===== src/rtl/simon_word_if.sv =====
// simon_word_if -- word-serial front/back end for the SIMON 64/128 core.
// Packs 32-bit words from a valid/ready stream into a 128-bit key or a
// 64-bit block, drives the core's newKey/loadKey and newData/loadData
// handshakes, captures the result on doneData, and streams it back out.
// Optional build macro: SIMON_WORD_IF_ZEROISE_EN clears KEY, blockIN and
// the result register once each has been handed off.
module simon_word_if #(
  parameter int unsigned N = 32,
  parameter int unsigned M = 4
) (
  input  logic             clk,
  input  logic             nR,
  // input word stream
  input  logic             in_valid,
  output logic             in_ready,
  input  logic [N-1:0]     in_word,
  input  logic             in_kind,
  input  logic             in_dec,
  // result word stream
  output logic             out_valid,
  input  logic             out_ready,
  output logic [N-1:0]     out_word,
  output logic             key_ok,
  // cipher core side
  output logic             newKey,
  output logic             newData,
  output logic             enc_dec,
  output logic             readData,
  output logic [M*N-1:0]   KEY,
  output logic [2*N-1:0]   blockIN,
  input  logic             loadKey,
  input  logic             loadData,
  input  logic             doneKey,
  input  logic             doneData,
  input  logic [2*N-1:0]   outData
);

  localparam int unsigned KW = (M > 1) ? $clog2(M) : 1;
  localparam logic [KW-1:0] KLAST = KW'(M - 1);

  typedef enum logic [3:0] {
    IDLE,
    KCOL,
    KREQ,
    KEXP,
    DCOL,
    DREQ,
    DWAIT,
    OUT0,
    OUT1
  } state_t;

  state_t          state_q, state_d;
  logic [KW-1:0]   kcnt_q;
  logic [M*N-1:0]  key_q;
  logic [2*N-1:0]  blk_q;
  logic [2*N-1:0]  res_q;
  logic            key_ok_q;
  logic            enc_dec_q;
  logic            rd_q;
  logic            acc;

  assign acc = in_valid & in_ready;

  // State register, synchronous active-high reset
  always_ff @(posedge clk) begin
    if (nR) begin
      state_q <= IDLE;
    end else begin
      state_q <= state_d;
    end
  end

  // Next-state logic
  always_comb begin
    state_d = state_q;
    case (state_q)
      IDLE: begin
        if (acc) begin
          if (in_kind) begin
            state_d = (kcnt_q == KLAST) ? KREQ : KCOL;
          end else begin
            state_d = DCOL;
          end
        end
      end
      KCOL:    if (acc && (kcnt_q == KLAST)) state_d = KREQ;
      KREQ:    if (loadKey)                  state_d = KEXP;
      KEXP:    if (doneKey)                  state_d = IDLE;
      DCOL:    if (acc)                      state_d = DREQ;
      DREQ:    if (loadData)                 state_d = DWAIT;
      DWAIT:   if (doneData)                 state_d = OUT0;
      OUT0:    if (out_ready)                state_d = OUT1;
      OUT1:    if (out_ready)                state_d = IDLE;
      default:                               state_d = IDLE;
    endcase
  end

  // Decoded outputs; in_ready is forced low while reset is asserted so no
  // word can be accepted in the reset cycle itself
  always_comb begin
    in_ready  = 1'b0;
    newKey    = 1'b0;
    newData   = 1'b0;
    out_valid = 1'b0;
    out_word  = '0;
    case (state_q)
      // key words need nothing; data words need an expanded key
      IDLE: in_ready = in_kind | key_ok_q;
      // a partial collection only takes words of its own kind
      KCOL: in_ready = in_kind;
      DCOL: in_ready = ~in_kind;
      KREQ: newKey   = 1'b1;
      DREQ: newData  = 1'b1;
      OUT0: begin
        out_valid = 1'b1;
        out_word  = res_q[2*N-1:N];
      end
      OUT1: begin
        out_valid = 1'b1;
        out_word  = res_q[N-1:0];
      end
      default: ;
    endcase
    if (nR) in_ready = 1'b0;
  end

  // Datapath: word packing, key-valid flag, result capture, readData pulse
  always_ff @(posedge clk) begin
    if (nR) begin
      kcnt_q    <= '0;
      key_q     <= '0;
      blk_q     <= '0;
      res_q     <= '0;
      key_ok_q  <= 1'b0;
      enc_dec_q <= 1'b0;
      rd_q      <= 1'b0;
    end else begin
      rd_q <= 1'b0;

      if (acc && in_kind) begin
        for (int unsigned k = 0; k < M; k++) begin
          if (kcnt_q == KW'(k)) key_q[k*N +: N] <= in_word;
        end
        kcnt_q <= (kcnt_q == KLAST) ? '0 : kcnt_q + 1'b1;
      end

      if (acc && !in_kind) begin
        if (state_q == IDLE) begin
          blk_q[2*N-1:N] <= in_word;
          enc_dec_q      <= in_dec;
        end else begin
          blk_q[N-1:0]   <= in_word;
        end
      end

      // key_ok never drops on reload: the core keeps its old schedule
      if ((state_q == KEXP) && doneKey) key_ok_q <= 1'b1;

      if ((state_q == DWAIT) && doneData) begin
        res_q <= outData;
        rd_q  <= 1'b1;
      end

`ifdef SIMON_WORD_IF_ZEROISE_EN
      if ((state_q == KREQ) && loadKey)   key_q <= '0;
      if ((state_q == DREQ) && loadData)  blk_q <= '0;
      if ((state_q == OUT1) && out_ready) res_q <= '0;
`endif
    end
  end

  assign KEY      = key_q;
  assign blockIN  = blk_q;
  assign key_ok   = key_ok_q;
  assign enc_dec  = enc_dec_q;
  assign readData = rd_q;

endmodule

===== config.mk =====
export PLATFORM = sky130hd
export DESIGN_NAME = simon_word_if
export DESIGN_NICKNAME = d
export VERILOG_FILES = /design/src/rtl/simon_word_if.sv
export SDC_FILE = /design/constraint.sdc
export NUM_CORES = 1
export LEC_CHECK = 0
export BUFFER_PORTS_ARGS = -buffer_cell sky130_fd_sc_hd__buf_4
export CAP_MARGIN = 20
export CORE_MARGIN = 2
export CORE_UTILIZATION = 56
export CTS_BUF_LIST = sky130_fd_sc_hd__clkbuf_8
export CTS_CLUSTER_SIZE = 20
export DETAILED_ROUTE_END_ITERATION = 6
export GPL_ROUTABILITY_DRIVEN = 0
export PLACE_DENSITY = 0.93
export SLEW_MARGIN = 20
export SYNTH_ARGS = -nofsm -noshare
export SYNTH_HDL_FRONTEND = slang
export SYNTH_SLANG_ARGS = --single-unit
export TNS_END_PERCENT = 1

===== constraint.sdc =====
create_clock -name clk -period 2.9 [get_ports clk]
set_input_delay 0.58 -clock clk [delete_from_list [all_inputs] [get_ports clk]]
set_output_delay 0.58 -clock clk [all_outputs]
set_load 0.01 [all_outputs]

; Word-level counts from Yosys, hierarchy flattened
; Index checks and enable logic that the tools add are counted.
[totals]
regBits = 265
in_bits = 106
wordCells = 73
[op_classes]
bitwise_logic = 4
reduce_logical = 16
eq_ne = 20
muxes = 20
add_sub_neg = 1
[op_table]
columns = operator, count
row1 = one-hot mux 32 bit (2 select lines), 1
row2 = 2-to-1 mux 4 bit, 9
row3 = one-hot mux 4 bit (9 select lines), 1
row4 = "inequality test 2 bit, second input constant", 9
row5 = "== test 4 x 3 -> 1 bit, second input constant", 4
row6 = AND reduction 2 bit, 6
row7 = AND reduction 9 bit, 1
row8 = "== test 4 x 2 -> 1 bit, second input constant", 2
row9 = logical AND 1 bit, 5
row10 = 2-to-1 mux 1 bit, 5
row11 = "== test 2 bit, second input constant", 2
row12 = "== test 4 x 1 -> 1 bit, second input constant", 1
row13 = "== test 4 bit, second input constant", 1
row14 = zero test 4 bit, 1
row15 = 2-to-1 mux 2 bit, 2
row16 = 2-to-1 mux 3 bit, 1
row17 = one-hot mux 1 bit (3 select lines), 1
row18 = "adder 2 x 1 -> 2 bit, second input constant", 1
row19 = "== test 2 x 1 -> 1 bit, second input constant", 1
row20 = zero test 2 bit, 1
row21 = inverter 1 bit, 2
row22 = OR reduction 2 bit, 1
row23 = AND 1 bit, 1
row24 = zero test 1 bit, 1
row25 = bitwise OR 1 bit, 1

; Depth between registers and ports, before layout
; Gate-level depths: netlist of run 1.
[depth]
word_depth = 7
depth_mapped = 9
mapped_depth_nobuf = 6

; Least setup slack after synthesis of run 1
; No wires, ideal clock.
[synth_path]
path_type = input-to-reg
from = input nR
to = register state_q[2]
path_buffers = 1
cell_stages = 6
arrival_ps = 2000
path_slack_ps = 829
setup_ps = 70
cell_sequence = clkbuf_1 -> nand2b_1 -> a211o_1 -> a31o_1 -> or4_1 -> a21oi_1
[synth_via]
elab_chain_cells = 5
word_cells_on_any_way = 7
[synth_lines]
columns = item, line
row1 = start: declaration, 12  ; input logic nR,
row2 = 2-to-1 mux 1 bit, 125  ; if (nR) in_ready = 1'b0;
row3 = AND 1 bit, 63  ; assign acc = in_valid & in_ready;
row4 = logical AND 1 bit, 87  ; KCOL: if (acc && (kcnt_q == KLAST)) state_d = KREQ;
row5 = inequality test 2 bit (no line), n/a
row6 = AND reduction 9 bit (no line), n/a
row7 = end signal: assignment, 70  ; state_q <= state_d;
row8 = end: declaration, 53  ; state_t state_q, state_d;
; Several ways; a longest one is shown, not always the timed one.
; A chain may end at the register's enable or synchronous reset.

; Final worst setup path of run 1
[layout_path]
from = register state_q[3]
to = output out_word[9]
[layout_via]
elab_chain_cells = 2
word_cells_on_any_way = 3
[layout_lines]
columns = item, line
row1 = == test 4 bit / == test 4 x 3 -> 1 bit (equally long branches), 107  ; case (state_q)
row2 = one-hot mux 32 bit (2 select lines) (*), 107
row3 = end: declaration, 22  ; output logic [N-1:0] out_word,
; Every way passes the cells marked *; elsewhere a longest branch is shown, timed or not.

==> results of run 1 <==
## registers in the layout, indices dropped and copies added, names as in the netlist
| register | cells |
|---|---|
| key_ok | 1 |
| res_q | 64 |
| kcnt_q | 2 |
| readData | 1 |
| state_q | 4 |
| enc_dec | 1 |
| KEY | 128 |
| blockIN | 64 |
## power groups by stage
stage | Sequential (mW) | Clock (mW) | Combinational, mW
after floorplan | 3.77 | 0 | 0.131
after detailed placement | 3.77 | 0 | 0.362
after global routing | 3.69 | 3.38 | 0.395
final | 3.69 | 3.18 | 0.373
after CTS | 3.69 | 3.20 | 0.365
after global placement | 3.76 | 0 | 0.359
## layout make-up
type | instances | area [sq um]
Inverter | 5 | 18.8
Tap cell | 225 | 282
Sequential cell | 265 | 5310
Fill cell | 1108 | 3950
Clock inverter | 23 | 134
Multi-Input combinational cell | 846 | 4060
Timing Repair Buffer | 359 | 2760
Clock buffer | 52 | 716
## layer usage
metal	wire, um	vias up	global-route usage
met5	0	-	0
met4	1710	0	0.209
met3	3140	114	0.0955
met2	16000	549	0.555
met1	11600	4565	0.378
li1	-	4591	-
## through the flow
stage	total power [mW]	setup WS (ns)	TNS, ns
3_5_place_dp	4.13	0.577	0
2_1_floorplan	3.90	0.829	0
6_report	7.24	0.0550	0
4_1_cts	7.25	0.00612	0
5_1_grt	7.46	-0.0140	-0.0343
3_3_place_gp	4.12	0.630	0
## path summary, 6_finish.rpt
kind	end	from	slack [ns]
setup reg to reg	state_q[2]	state_q[3]	0.58
hold reg to reg	KEY[90]	KEY[90]	0.45
hold / removal	res_q[27]	outData[27]	0.28
setup / recovery	out_word[9]	state_q[3]	0.06
## cells by family (layout without fill, tap and decap cells)
logic type | count (synthesis) | after routing | synth area share
AND/OR/NAND/NOR | 530 | 530 | 0.215
AO/OA/AOI/OAI | 276 | 276 | 0.156
flip-flops | 265 | 265 | 0.540
buffers and inverters | 102 | 439 | 0.0481
multiplexers | 36 | 36 | 0.0367
adder cells (fa/ha/maj) | 4 | 4 | 0.00509
## Yosys cell counts, drive strengths merged
| cell type | number |
|---|---|
| nor3b | 1 |
| a32o | 1 |
| mux2i | 36 |
| a31oi | 2 |
| nand4 | 1 |
| clkbuf | 65 |
| a21o | 1 |
| nor2b | 1 |
| dfxtp | 265 |
| a41oi | 1 |
| and2 | 5 |
| buf | 32 |
| o21ai | 5 |
| or4 | 1 |
| nand2 | 455 |
| a22o | 32 |
| o21ba | 1 |
| nor4 | 3 |
| nor3 | 4 |
| ha | 4 |
| a211o | 1 |
| and4b | 3 |
| nand2b | 2 |
| nand3 | 1 |
| a21oi | 231 |
| nor4b | 2 |
| nor2 | 45 |
| inv | 5 |
| nand4b | 1 |
| a31o | 1 |
| or2 | 3 |
| nor4bb | 2 |
## worst register-to-register path: stages, from the launching register on
cell and delay (ns):
dfxtp_1 0.60, and4b_1 0.38, buf_12 0.22, o21ba_2 0.23
a31o_1 0.22, or4_1 0.48, a21oi_1 0.13
## repair_timing
action,4_1_cts,5_1_grt
buffers inserted,0,2
endpoints found under the setup margin,10,27
endpoints found under the hold margin,0,0
gates resized for setup,2,1
==> summary.md, run 1 <==
| Metric | Value |
|---|---|
| Status | completed |
| Clock network fraction of total power | 0.439 |
| Grt ovf | 0 |
| Die height | 136 um |
| Post-route ant nets | 0 |
| First-pass GRT wire length | 48.7 mm |
| Clock latency at the later pin of the worst-skew pair | 0.57 ns |
| Internal power | 5.54 mW |
| Total Wirelength | 32.5 mm |
| NetSw | 1.70 mW |
| Critical Path Max Stage Delay | 0.60 ns |
| Largest net degree at the start of global routing | 188 |
| Clock sink count | 265 |
| Post-Syn Area | 9820 sq um |
| MaxCap Viol Count | 0 |
| Critical Path RT | 2.32 ns |
| Critical path's slowest cell | dfxtp_1 |
| #FFs+latches synth | 265 |
| Slew @ Worst Pin | 0.808 ns |
| Slew HR | 0.462 |
| Critical path type | reg -> out |
| Worst vdd ir | 424 uV |
| Starting Density | 0.570 |
| Drt pass-1 iters | 5 |
| Synth area leader | dfxtp_1 |
| Wire per inst | 18.3 um |
| Area share of the largest cell type after synthesis | 0.540 |
| Die Footprint | 18600 sq um |
| Post-Layout Cell Count | 1775 |
| Antenna fix cells | 0 |
| Final setup vio count | 0 |
| Detailed-placement wirelength estimate | 21.2 mm |
| Syn avg cell area | 8.10 sq um |
| CP Depth | 4 |
| R2R depth | 6 |
| Ranking of synthesized cells by area | dfxtp_1 54%, nand2_1 17%, a21oi_1 12% |
| CTS tree | yes |
| Vias per cell | 5.53 |
| Sequential group share of total power | 0.509 |
| Proportion of layout cells with a drive suffix above 1 | 0.278 |
| Clock skew | 0.0277 ns |
| Hold crit path type | in -> reg |
| Final hold vios | 0 |
| Final instance area | 13300 sq um |
| CP Capture Type | output port |
| Count of unique library cells instantiated by Yosys | 38 |
| CP top delay family | flip-flops |
| Initial detailed-routing violation count | 747 |
| Power Density | 545 nW/um^2 |
| Fmax | 351 MHz |
| Slew Limit Fails | 0 |
| Worst EP arrival | 2.26 ns |
| Most used cell, CP | buf_4 |
| Die X-Extent | 136 um |
| Register area share after synthesis | 0.540 |
| Post-Syn Instances | 1213 |
| IO Port Bufs | 336 |
| Vias in the first global route | 9567 |
| Worst-path fanout max | 28 |
| Comb power frac | 0.052 |
| Post-layout nets | 1630 |
| DRC errors left | 0 |
| Tot GR Track Use | 0.334 |
| Syn. warnings | 0 |
| Root Driver | clkbuf_8 |
| Core Region | 17200 sq um |
| Antenna violations before repair | 0 |
| Worst hold stages | 3 |
| Hold buffers post-CTS | 0 |
| Syn nets | 1323 |
| IO Pins | 337 |
| H-tree depth | 2 |
| P&R area growth vs syn | 35.2% |
| Maximum clock path buffer count | 3 |
| Layout Utilization | 0.771 |
| LEAKAGE | 5.36 nW |
| Buffer and inverter count on the worst path | 2 |
| Period utilisation layout | 0.981 |
| Placed inst area | 12400 sq um |
| Commonest non-fill, non-tap cell in the layout | nand2_1 |
| Final critical-path required period | 2.84 ns |
| Worst setup SP type | flip-flop |
| Clock slew at reported path FFs | 0.06 ns |
| Min Hold Slack | 0.283 ns |
| DR vias | 9819 |
| CTS Buf Count | 43 |
| Switching portion of total power | 0.235 |
| Post-Place Cells | 1698 |
| Commonest cells after routing, fill and taps aside | 454 x nand2_1, 353 x buf_4, 262 x dfxtp_1 |
| Row cnt | 48 |
| Crit path cell chain | nor4b_4 > buf_4 > a22o_1 > buf_4 |
No activity file was read; power rests on OpenSTA's default activity.
==> run 2, diff against run 1 <==
Settings changed: CORE_MARGIN 2 to 8, REMOVE_ABC_BUFFERS set to 1.
==> run 2 against run 1 <==
Against the previous run:
- the run now ends with DRC left
- die area increased by 18%
- critical path depth unchanged
- non-clock buffer count grew 5
- highest routed layer unchanged
- flip-flop and latch count unchanged
- clock skew shrank 0.0092 ns
- sequential power barely moved
- count of clock-buffer cells in the layout up 5
==> summary.md, run 2 (synthesis gave the netlist of run 1 again) <==
| Metric | Value |
|---|---|
| Status | finished, violations left |
| Violated checks | DRC |
| Slew Limit Fails | 0 (unchanged) |
| Clock latency at the later pin of the worst-skew pair | 0.53 ns (-0.04 ns) |
| Setup Buffers After CTS | 0 (unchanged) |
| Final TNS setup | 0 ns (unchanged) |
| Hold buffers post-CTS | 0 (unchanged) |
| Die height | 148 um (+8.8%) |
| Post-route ant nets | 0 (unchanged) |
| Antenna fix cells | 0 (unchanged) |
| Row cnt | 48 (unchanged) |
| Final setup vio count | 0 (unchanged) |
| # fillers | 1073 (-3.2%) |
| Worst setup SP type | flip-flop |
| Clock slew at reported path FFs | 0.07 ns (about the same) |
| Detailed-placement wirelength estimate | 23.4 mm (+10%) |
| Clock skew | 0.0186 ns (-0.00919 ns) |
| CTS tree | yes |
| Critical Path RT | 2.32 ns (about the same) |
| DR vias | 10100 (+2.9%) |
| Core Region | 17200 sq um (unchanged) |
| Grt ovf | 0 (unchanged) |
| Maximum clock path buffer count | 3 (unchanged) |
| Post-layout nets | 1634 (+0.25%) |
| Tot GR Track Use | 0.310 (-0.0237) |
| Largest net degree at the start of global routing | 222 (+18%) |
| Die Footprint | 22000 sq um (+18%) |
| Crit path cell chain | and4b_1 > buf_4 > a22o_1 > buf_4 |
| Layout Utilization | 0.772 (+0.00181) |
| P&R area growth vs syn | 35.5% |
| Max reg flops | 128 (unchanged) |
| Critical Path Max Stage Delay | 0.52 ns (-0.08 ns) |
| Final critical-path required period | 2.68 ns (-0.160 ns) |
| Slew HR | 0.207 (-0.255) |
| LEAKAGE | 5.36 nW (about the same) |
| Proportion of layout cells with a drive suffix above 1 | 0.281 (+0.00304) |
| Slew @ Worst Pin | 1.19 ns (+0.382 ns) |
| Post-CTS resize count | 0 (-2) |
| Wire per inst | 20.4 um (+12%) |
| CP Capture Type | output port |
| Root Driver | clkbuf_8 |
| Worst vdd ir | 549 uV (+30%) |
| Antenna violations before repair | 0 (unchanged) |
| Power Density | 551 nW/um^2 (+1.0%) |
| Post-Place Cells | 1705 (+0.41%) |
| Min Hold Slack | 0.305 ns (+0.0220 ns) |
| Critical path type | reg -> out |
| Post-Layout Cell Count | 1776 (+0.056%) |
| Most used cell, CP | buf_4 |
| IO Port Bufs | 336 (unchanged) |
| Period utilisation layout | 0.926 (-0.0553) |
| Worst EP arrival | 2.10 ns (-0.16 ns) |
| Buffer and inverter count on the worst path | 2 (unchanged) |
| Vias in the first global route | 10100 (+5.7%) |
| MaxCap Viol Count | 0 (unchanged) |
| Critical path's slowest cell | dfxtp_2 |
| Vias per cell | 5.69 (+2.8%) |
| H-tree depth | 2 (unchanged) |
| DRC errors left | 8 (+8) |
| Hold crit path type | in -> reg |
| Worst-path fanout max | 34 (+21%) |
| First-pass GRT wire length | 54.9 mm (+13%) |
| Starting Density | 0.570 (unchanged) |
| Commonest cells after routing, fill and taps aside | 454 x nand2_1, 360 x buf_4, 263 x dfxtp_1 |
| CTS Buf Count | 42 (-2.3%) |
| IO Pins | 337 (unchanged) |
| Total Wirelength | 36.2 mm (+12%) |
| Die X-Extent | 148 um (+8.8%) |
| CP top delay family | flip-flops |
| Clock sink count | 265 (unchanged) |
| Fmax | 373 MHz (+6.0%) |
| Final hold vios | 0 (unchanged) |
| Unrepaired setup endpoints after global routing | no |
| Drt pass-1 iters | 7 (+2) |
| Initial detailed-routing violation count | 816 (+9.2%) |
| Commonest non-fill, non-tap cell in the layout | nand2_1 |
## run 2: path summary, 6_finish.rpt
path / startpoint / endpoint / slack (ns) / cells after the start
max: state_q[2] / out_word[9] / 0.22 / 4
min: outData[6] / res_q[6] / 0.30 / 3
max reg2reg: state_q[1] / res_q[38] / 0.66 / 5
min reg2reg: res_q[51] / res_q[51] / 0.45 / 2
## run 2: report_power, final
part           leakage, nW  internal, mW  total [mW]  switching (mW)
Clock                0.482          1.83        3.27            1.44
Sequential            2.14          3.67        3.69          0.0199
Combinational         2.74         0.162       0.377           0.215
## run 2: layer usage
| layer | global-route usage | part of all wire | vias up |
|---|---|---|---|
| li1 | - | - | 4599 |
| met2 | 0.516 | 0.47 | 697 |
| met3 | 0.135 | 0.14 | 161 |
| met1 | 0.329 | 0.35 | 4645 |
| met4 | 0.162 | 0.048 | 0 |
| met5 | 0 | 0 | - |
## run 2: through the flow
stage / worst slack, ns / instance area [sq um] / power [mW]
global route: 0.141 / 13300 / 7.52
global placement: 0.625 / 12400 / 4.12
CTS: 0.0156 / 13300 / 7.34
floorplan: 0.00559 / 9370 / 3.84
finish: 0.215 / 13300 / 7.33
detailed placement: 0.602 / 12400 / 4.13
## run 2: worst reg2reg max path, stage by stage (launching register included)
cell      delay, ns
dfxtp_1        0.52
nor4bb_1       0.61
and2_2         0.51
buf_12         0.28
nand2_1        0.11
a21oi_1        0.13
## run 2: layout make-up
cell class	count	area, sq um	area share
clock buffers	57	785	0.0589
repair buffers	364	2770	0.208
well taps	225	282	0.0211
flip-flops and latches	265	5310	0.399
multi-input cells	846	4060	0.305
inverters	5	18.8	0.00141
clock inverters	14	87.6	0.00658
==> run 3, diff against run 2 <==
Settings changed: PLACE_DENSITY 0.93 to 0.88.
==> run 3 against run 2 <==
Against the previous run:
- the flow now finishes without violations
- register-to-register slack worse by 0.06 ns
- power down 1.3%
- worst setup slack got worse by 0.044 ns
- clock power is 3% lower
- core utilization fell by 0.073 points
- largest power group unchanged
==> summary.md, run 3 (synthesis gave the netlist of run 1 again) <==
| Metric | Value |
|---|---|
| Worst setup SP type | flip-flop |
| Post-layout nets | 1631 (-0.18%) |
| DRC errors left | 0 (-8) |
| Grt ovf | 0 (unchanged) |
| DR vias | 9747 (-3.5%) |
| Initial detailed-routing violation count | 756 (-7.4%) |
| Core Region | 17200 sq um (unchanged) |
| GR peak layer | met2 |
| Final worst slack | 0.171 ns (-0.0443 ns) |
| Post-CTS resize count | 1 (+1) |
| MaxCap Viol Count | 0 (unchanged) |
| Antenna violations before repair | 0 (unchanged) |
| Detailed-placement wirelength estimate | 22.9 mm (-2.1%) |
| Final setup vio count | 0 (unchanged) |
| Worst hold stages | 3 (unchanged) |
| Max reg flops | 128 (unchanged) |
| Worst reg2reg setup slack | 0.60 ns (-0.06 ns) |
| Root Driver | clkbuf_8 |
| Row cnt | 48 (unchanged) |
| # fillers | 1147 (+6.9%) |
| R2R depth | 6 (+1) |
| Commonest non-fill, non-tap cell in the layout | nand2_1 |
| Maximum clock path buffer count | 3 (unchanged) |
| Worst vdd ir | 454 uV (-17%) |
| CTS Buf Count | 42 (unchanged) |
| Post-route ant nets | 0 (unchanged) |
| R2R Path Start | state_q[3] |
| Largest net degree at the start of global routing | 110 (-50%) |
| Fmax | 366 MHz (-1.6%) |
| Met1 usage | 0.333 (+0.00403) |
| Commonest cells after routing, fill and taps aside | 454 x nand2_1, 353 x buf_4, 264 x dfxtp_1 |
| Final TNS setup | 0 ns (unchanged) |
| Met2 usage | 0.484 (-0.0320) |
| Met3 Usage GRT | 0.116 (-0.0182) |
| Proportion of layout cells with a drive suffix above 1 | 0.273 (-0.00785) |
| IO Port Bufs | 336 (unchanged) |
| Vias per cell | 5.50 (-3.4%) |
| Die Footprint | 22000 sq um (unchanged) |
| Critical Path RT | 2.32 ns (about the same) |
| IO Pins | 337 (unchanged) |
| Starting Density | 0.570 (unchanged) |
| Pre-CTS setup slack | 0.515 ns (-0.0873 ns) |
| RR Endpoint | state_q[2] |
| Setup Buffers After CTS | 0 (unchanged) |
| Unrepaired setup endpoints after global routing | no |
| Die height | 148 um (unchanged) |
| Wire per inst | 19.4 um (-5.0%) |
| Hold buffers post-CTS | 0 (unchanged) |
| Clock slew at reported path FFs | 0.06 ns (about the same) |
| Slew @ Worst Pin | 1.12 ns (-0.0719 ns) |
| Hold crit path type | in -> reg |
| Slew HR | 0.255 (+0.0479) |
| P&R area growth vs syn | 35.4% (about the same) |
| Worst EP arrival | 2.15 ns (+0.05 ns) |
| First-pass GRT wire length | 51.9 mm (-5.4%) |
| LEAKAGE | 5.37 nW (about the same) |
| Tot GR Track Use | 0.294 (-0.0160) |
| Slew Limit Fails | 0 (unchanged) |
| Clock latency at the later pin of the worst-skew pair | 0.53 ns (about the same) |
| Final critical-path required period | 2.73 ns (+0.0443 ns) |
| H-tree depth | 2 (unchanged) |
| Antenna fix cells | 0 (unchanged) |
| Vias in the first global route | 9605 (-5.0%) |
| Clock sink count | 265 (unchanged) |
| Drt pass-1 iters | 5 (-2) |
| Status | completed |
| Critical path type | reg -> out |
| Die X-Extent | 148 um (unchanged) |
| CP Capture Type | output port |
| Period utilisation layout | 0.941 (+0.0153) |
| Final hold vios | 0 (unchanged) |
| Hold Crit Start | outData[63] |
| CTS tree | yes |
| Clock skew | 0.0150 ns (-0.00354 ns) |
| Hold path endpoint | res_q[63] |
| Power Density | 544 nW/um^2 (-1.3%) |
| Worst-path fanout max | 34 (unchanged) |
| Total Wirelength | 34.3 mm (-5.2%) |
-- run 3: cell count changes in the layout (fill, tap and decap cells not counted), moves of 4 or more --
cell,before,now
inv_1,13,22
clkbuf_8,57,51
buf_4,360,353
buf_12,3,7
clkinv_2,4,0
-- run 3: cell type report --
cell class / count / area (sq um) / share of cell area
sequential: 265 / 5310 / 0.399
multi-input combinational: 846 / 4060 / 0.305
timing repair buffer: 361 / 2800 / 0.211
clock buffer: 51 / 702 / 0.0528
tap: 225 / 282 / 0.0212
clock inverter: 20 / 131 / 0.00988
inverter: 5 / 18.8 / 0.00141
-- run 3: worst max-delay path, cell delays in order (launching register included) --
cell and delay [ns]:
dfxtp_1 0.60, and4b_1 0.27, buf_4 0.26, a22o_1 0.32
buf_4 0.16
-- run 3: metal layers --
| layer | wire [um] | share of wire |
|---|---|---|
| met5 | 0 | 0 |
| met4 | 1200 | 0.035 |
| met3 | 4340 | 0.13 |
| met2 | 16100 | 0.47 |
| met1 | 12700 | 0.37 |
-- run 3: per-stage QoR --
step | area [sq um] | util | power (mW) | hold WS (ns) | cells
final | 13300 | 0.772 | 7.24 | 0.293 | 1773
after CTS | 13300 | 0.772 | 7.25 | 0.270 | 1773
after detailed placement | 12500 | 0.723 | 4.13 | 0.446 | 1702
after global routing | 13300 | 0.772 | 7.45 | 0.290 | 1773
after global placement | 12500 | 0.723 | 4.12 | 0.442 | 1702
after floorplan | 9370 | - | 3.84 | 0.430 | 1116
-- run 3: power by group --
part	switching [mW]	internal (mW)
registers	0.0185	3.67
logic	0.210	0.161
clock network	1.43	1.75
total	1.65	5.58
-- run 3: how the worst max path moves through the flow --
stage,slack [ns],cells after the start,to,from
floorplan,0.006,2,out_word[0],state_q[3]
global placement,0.54,4,blockIN[50],nR
detailed placement,0.51,4,out_word[1],state_q[2]
CTS,0.14,4,out_word[1],state_q[3]
global route,0.07,4,out_word[1],state_q[3]
finish,0.17,4,out_word[1],state_q[3]
